--- config.mk ---
export PLATFORM = sky130hd
export DESIGN_NAME = dwt_subband_packer
export DESIGN_NICKNAME = d
export VERILOG_FILES = /design/src/rtl/dwt_subband_packer.sv
export SDC_FILE = /design/constraint.sdc
export NUM_CORES = 2
export LEC_CHECK = 0
export CAP_MARGIN = 25
export CORE_AREA = 2 2 477 834
export DETAILED_ROUTE_END_ITERATION = 12
export DIE_AREA = 0 0 479 836
export SYNTH_ARGS = -nofsm -noshare
export SYNTH_HDL_FRONTEND = slang
export SYNTH_SLANG_ARGS = --single-unit
--- constraint.sdc ---
create_clock -name clk -period 6.27 [get_ports clk]
set_input_delay 0.627 -clock clk [delete_from_list [all_inputs] [get_ports clk]]
set_output_delay 0.627 -clock clk [all_outputs]
set_load 0.005 [all_outputs]
--- src/rtl/dwt_subband_packer.sv ---
// dwt_subband_packer: ping-pong row buffer that reorders (L,H)
// pairs from the 1-D lifting stage into Mallat order (lows, then highs).
module dwt_subband_packer #(
  parameter int size = 32,
  parameter int N    = 64,
  parameter int AW   = $clog2(N)
) (
  input  logic            clk,
  input  logic            rst_n,
  input  logic            in_valid,
  output logic            in_ready,
  input  logic [size-1:0] L,
  input  logic [size-1:0] H,
  output logic            out_valid,
  input  logic            out_ready,
  output logic [size-1:0] out_data,
  output logic            out_band,
  output logic            out_last
);

  localparam int PAIRS = N / 2;
  localparam int WW    = $clog2(PAIRS);

  logic [size-1:0] lo [2][PAIRS];
  logic [size-1:0] hi [2][PAIRS];

  logic          wbank;
  logic          rbank;
  logic [1:0]    full;
  logic [1:0]    full_n;
  logic [WW-1:0] wcnt;
  logic [AW-1:0] rcnt;

  logic          wr;
  logic          rd;
  logic          wlast;
  logic          rlast;
  logic          band;
  logic [WW-1:0] raddr;

  assign in_ready  = !full[wbank];
  assign wr        = in_valid && in_ready;
  assign wlast     = wcnt == WW'(PAIRS - 1);

  assign out_valid = full[rbank];
  assign rd        = out_valid && out_ready;
  assign rlast     = rcnt == AW'(N - 1);

  // Low words occupy rcnt 0..PAIRS-1, high words the rest.
  assign band  = rcnt >= AW'(PAIRS);
  assign raddr = band ? WW'(rcnt - AW'(PAIRS))
                      : WW'(rcnt);

  assign out_band = band;
  assign out_last = out_valid && rlast;
  assign out_data = band ? hi[rbank][raddr]
                         : lo[rbank][raddr];

  // Fill and drain of different banks may land in one cycle.
  always_comb begin
    full_n = full;
    if (wr && wlast) full_n[wbank] = 1'b1;
    if (rd && rlast) full_n[rbank] = 1'b0;
  end

  // Bank pointers, counters and full flags.
  always_ff @(posedge clk or negedge rst_n) begin
    if (!rst_n) begin
      wbank <= 1'b0;
      rbank <= 1'b0;
      full  <= 2'b00;
      wcnt  <= '0;
      rcnt  <= '0;
    end else begin
      full <= full_n;
      if (wr) begin
        if (wlast) begin
          wbank <= !wbank;
          wcnt  <= '0;
        end else begin
          wcnt  <= wcnt + WW'(1);
        end
      end
      if (rd) begin
        if (rlast) begin
          rbank <= !rbank;
          rcnt  <= '0;
        end else begin
          rcnt  <= rcnt + AW'(1);
        end
      end
    end
  end

  // Coefficient storage; contents survive reset.
  always_ff @(posedge clk) begin
    if (wr) begin
      lo[wbank][wcnt] <= L;
      hi[wbank][wcnt] <= H;
    end
  end

endmodule

==> impl_results.md <==
* Max Cap Violations at 0
* CTS tree: built
* Path depth of the worst reg2reg path at 6
* Vias in the first global route at 78900
* Die Y at 836 µm
* First-pass GRT wire length at 656000 µm
* CP Buf/Inv Count at 3
* Aggregate global routing overflow at 0
* Worst-skew pair later-pin latency at 0.93 ns
* HP Class: input port to register
* Max Slew Vio Count at 0
* H-Tree Depth at 5
* Port bufs at 103
* Pre-CTS WS at 0.955 ns
* Met3 wire length at 34500 µm
* Count leader, synth: edfxtp_1
* Hold Path Sink: hi[0][974]
* Min-delay src: H[14]
* Worst vdd ir at 0.000234 V
* Fmax achieved at 158 MHz
* Non-Filler Instances at 12800
* Layout area overhead at 14.1%
* Uppermost routed layer: met5
* Hold Path Depth at 1
* Worst path arrival time at 5.70 ns
* First DRT Iteration DRCs at 9550
* Prevailing post-synth register cell: edfxtp_1
* CP startpoint kind: register
* Die span in x at 479 µm
* Layout cells sized above 1 at 27.8%
* Mapped Nets at 6857
* Via count at 77800
* Reg2reg start: wbank
* First-pass DRT Iterations at 5
* Cells after Synth at 6782
* Antenna viol nets, final at 0
* Vias per cell at 6.08
* Area after DPL at 0.167 mm²
* CTS root buffer: clkbuf_16
* FP Rows at 305
* Final WL at 483000 µm
* Worst R2R End: hi[1][944]
* PD cells at 342 mW/mm²
* Critical Path Slowest Stage Cell: dfrtp_4
* Top cell type's share of synthesized area at 78.3%
* Inst Count DP at 12100
* Initial antenna violation count at 41
* Clock buffer count from CTS at 347
* Seq cells post-synth at 4111
* Post-synth EDFFs at 4096
* Dpl hpwl at 277000 µm
* Pin count of the biggest net entering global routing at 82
* DRC viols at 0
* Gr usage total at 23.8%
* Cell family with most CP delay: simple AND/OR/NAND/NOR gates
* Metal-1 WL at 164000 µm
* CP cell instances: buf_12 -> and4b_1 -> buf_4 -> a221oi_1 -> o21ai_0 -> nor2_1 -> o21ai_1 -> and3_1 -> clkdlybuf4s50_1
* Yosys cell types at 60
* Final critical-path required period at 6.32 ns
* Nets@finish at 7348
* Worst EP required at 5.64 ns
* Top cells by area, synth: edfxtp_1, mux4_2, mux2i_1
* Tcrit/Tclk final at 101%
* Failing checks: setup timing
* TritonCTS Sinks at 4111
* Top cells by count, synth: edfxtp_1, mux4_2, mux2i_1
* Initial Util at 39.9%
* Min Hold Slack at 0.000333 ns
* Final setup vio count at 1
* Sequential-to-total area share from yosys stat at 78.6%
* WL met2 at 254000 µm
* Avg WL per Cell at 37.8 µm
* Status: complete, but fails checks
* GP Congestion at 0.820
* Async set-reset flop share out of synthesis at 0.365%
* R2R Setup Slk at 2.11 ns
* Max-slew headroom at 24.2%
* Syn Area/Cell at 23.2 µm²
* Design Area, Final at 0.179 mm²
* Setup Skew at 0.0630 ns
* WS Path Type: register to output port
* CTS max path bufs at 4
* Boundary pin count at 104
* Synth area leader: edfxtp_1
* CP max stage delay at 0.78 ns
* Synth Warn # at 0
* Layout filler cell count at 32200
* Hold Vio Cnt, Final at 0
* Critical Path Sink Type: output port
* Core area at 0.393 mm²
* Die Area at 0.400 mm²
* Worst slew pin tran at 1.14 ns
* Setup Total Neg Slack at -0.0549 ns
* Clock slew at reported path FFs at 0.07 ns
* Lkg Pwr at 54.2 nW
* Mapped Area at 0.157 mm²
* Setup WS post-layout at -0.0549 ns
* Worst-path fanout max at 42
## logic make-up (layout without fill, tap and decap cells)
group / count (synthesis) / after routing / share of synthesized area, %
fa+ha+maj: 7 / 7 / 0.0558
simple gates: 473 / 473 / 1.34
xor+xnor: 4 / 4 / 0.0223
mux: 1322 / 1322 / 16.6
buf+inv: 379 / 1143 / 1.33
compound gates: 486 / 486 / 2.05
other cells: 0 / 25 / 0
flops: 4111 / 4111 / 78.6
## per-layer routing
layer / track usage, % / vias up
li1: - / 29900
met1: 27.6 / 42800
met2: 42.5 / 3965
met3: 3.55 / 1104
met4: 12.4 / 20
met5: 0 / -
## where the power goes
part / total (mW) / internal, mW / switching, mW
clock: 21.9 / 12.1 / 9.85
sequential: 31.3 / 31.1 / 0.277
combinational: 8.00 / 2.70 / 5.30
total: 61.3 / 45.8 / 15.4
## metrics by stage
stage / util [%] / power (mW)
4_1_cts: 45.2 / 61.5
2_1_floorplan: - / 35.8
5_1_grt: 45.5 / 62.7
6_report: 45.5 / 61.3
3_5_place_dp: 42.3 / 39.9
3_3_place_gp: 42.3 / 39.8
## how the worst max path moves through the flow
stage,endpoint,slack [ns],from,cells after the start
2_1_floorplan,hi[1][896],0.22,wcnt[1],4
3_5_place_dp,out_data[8],0.95,rcnt[1],9
3_3_place_gp,out_data[27],0.56,rbank,9
5_1_grt,out_data[0],-0.005,rbank,9
4_1_cts,out_data[15],0.05,rbank,9
6_report,out_data[8],-0.05,rcnt[1],9
## repair_timing
item | CTS | global route
hold buffers | 0 | 18
endpoints found under the hold margin | 0 | 40
setup endpoints to repair | 3 | 1
setup buffers | 2 | 0
gates resized for setup | 1 | 1
## registers in the layout, summed over array words and instances, names as in the netlist
name,cells
rbank,1
rcnt,6
hi,2048
wbank,1
full,2
wcnt,5
lo,2048
## cell type report
type | instances | area (µm²) | share of cell area (%)
antenna | 25 | 62.6 | 0.0349
clock buffer | 424 | 9140 | 5.10
clock inverter | 198 | 2050 | 1.14
inverter | 9 | 53.8 | 0.0300
multi-input combinational | 2292 | 32200 | 18.0
sequential | 4111 | 123000 | 68.9
tap | 5219 | 6530 | 3.65
timing repair buffer | 512 | 5730 | 3.20
## cells in the final DEF, fill, tap and decap left out, drive strengths merged, types with 8 or more instances in the layout
cell type / netlist / routed
nor2: 107 / 107
mux4: 1030 / 1030
a211oi: 17 / 17
or2: 8 / 8
dlygate4sd3: 0 / 18
inv: 9 / 15
nand2: 233 / 233
o22ai: 72 / 72
o221ai: 21 / 21
clkinv: 0 / 138
o21ai: 38 / 38
a221oi: 38 / 38
nand3: 18 / 18
clkbuf: 111 / 424
buf: 259 / 455
bufinv: 0 / 40
a22o: 12 / 12
dfrtp: 15 / 15
edfxtp: 4096 / 4096
clkinvlp: 0 / 14
nor2b: 16 / 16
nor3: 13 / 13
diode: 0 / 25
mux2i: 285 / 285
a22oi: 95 / 95
clkdlybuf4s50: 0 / 39
a31oi: 19 / 19
nor4: 18 / 18
a21oi: 135 / 135
nor3b: 12 / 12
o21a: 17 / 17
and3: 22 / 22
(Power assumes the default switching activity.)
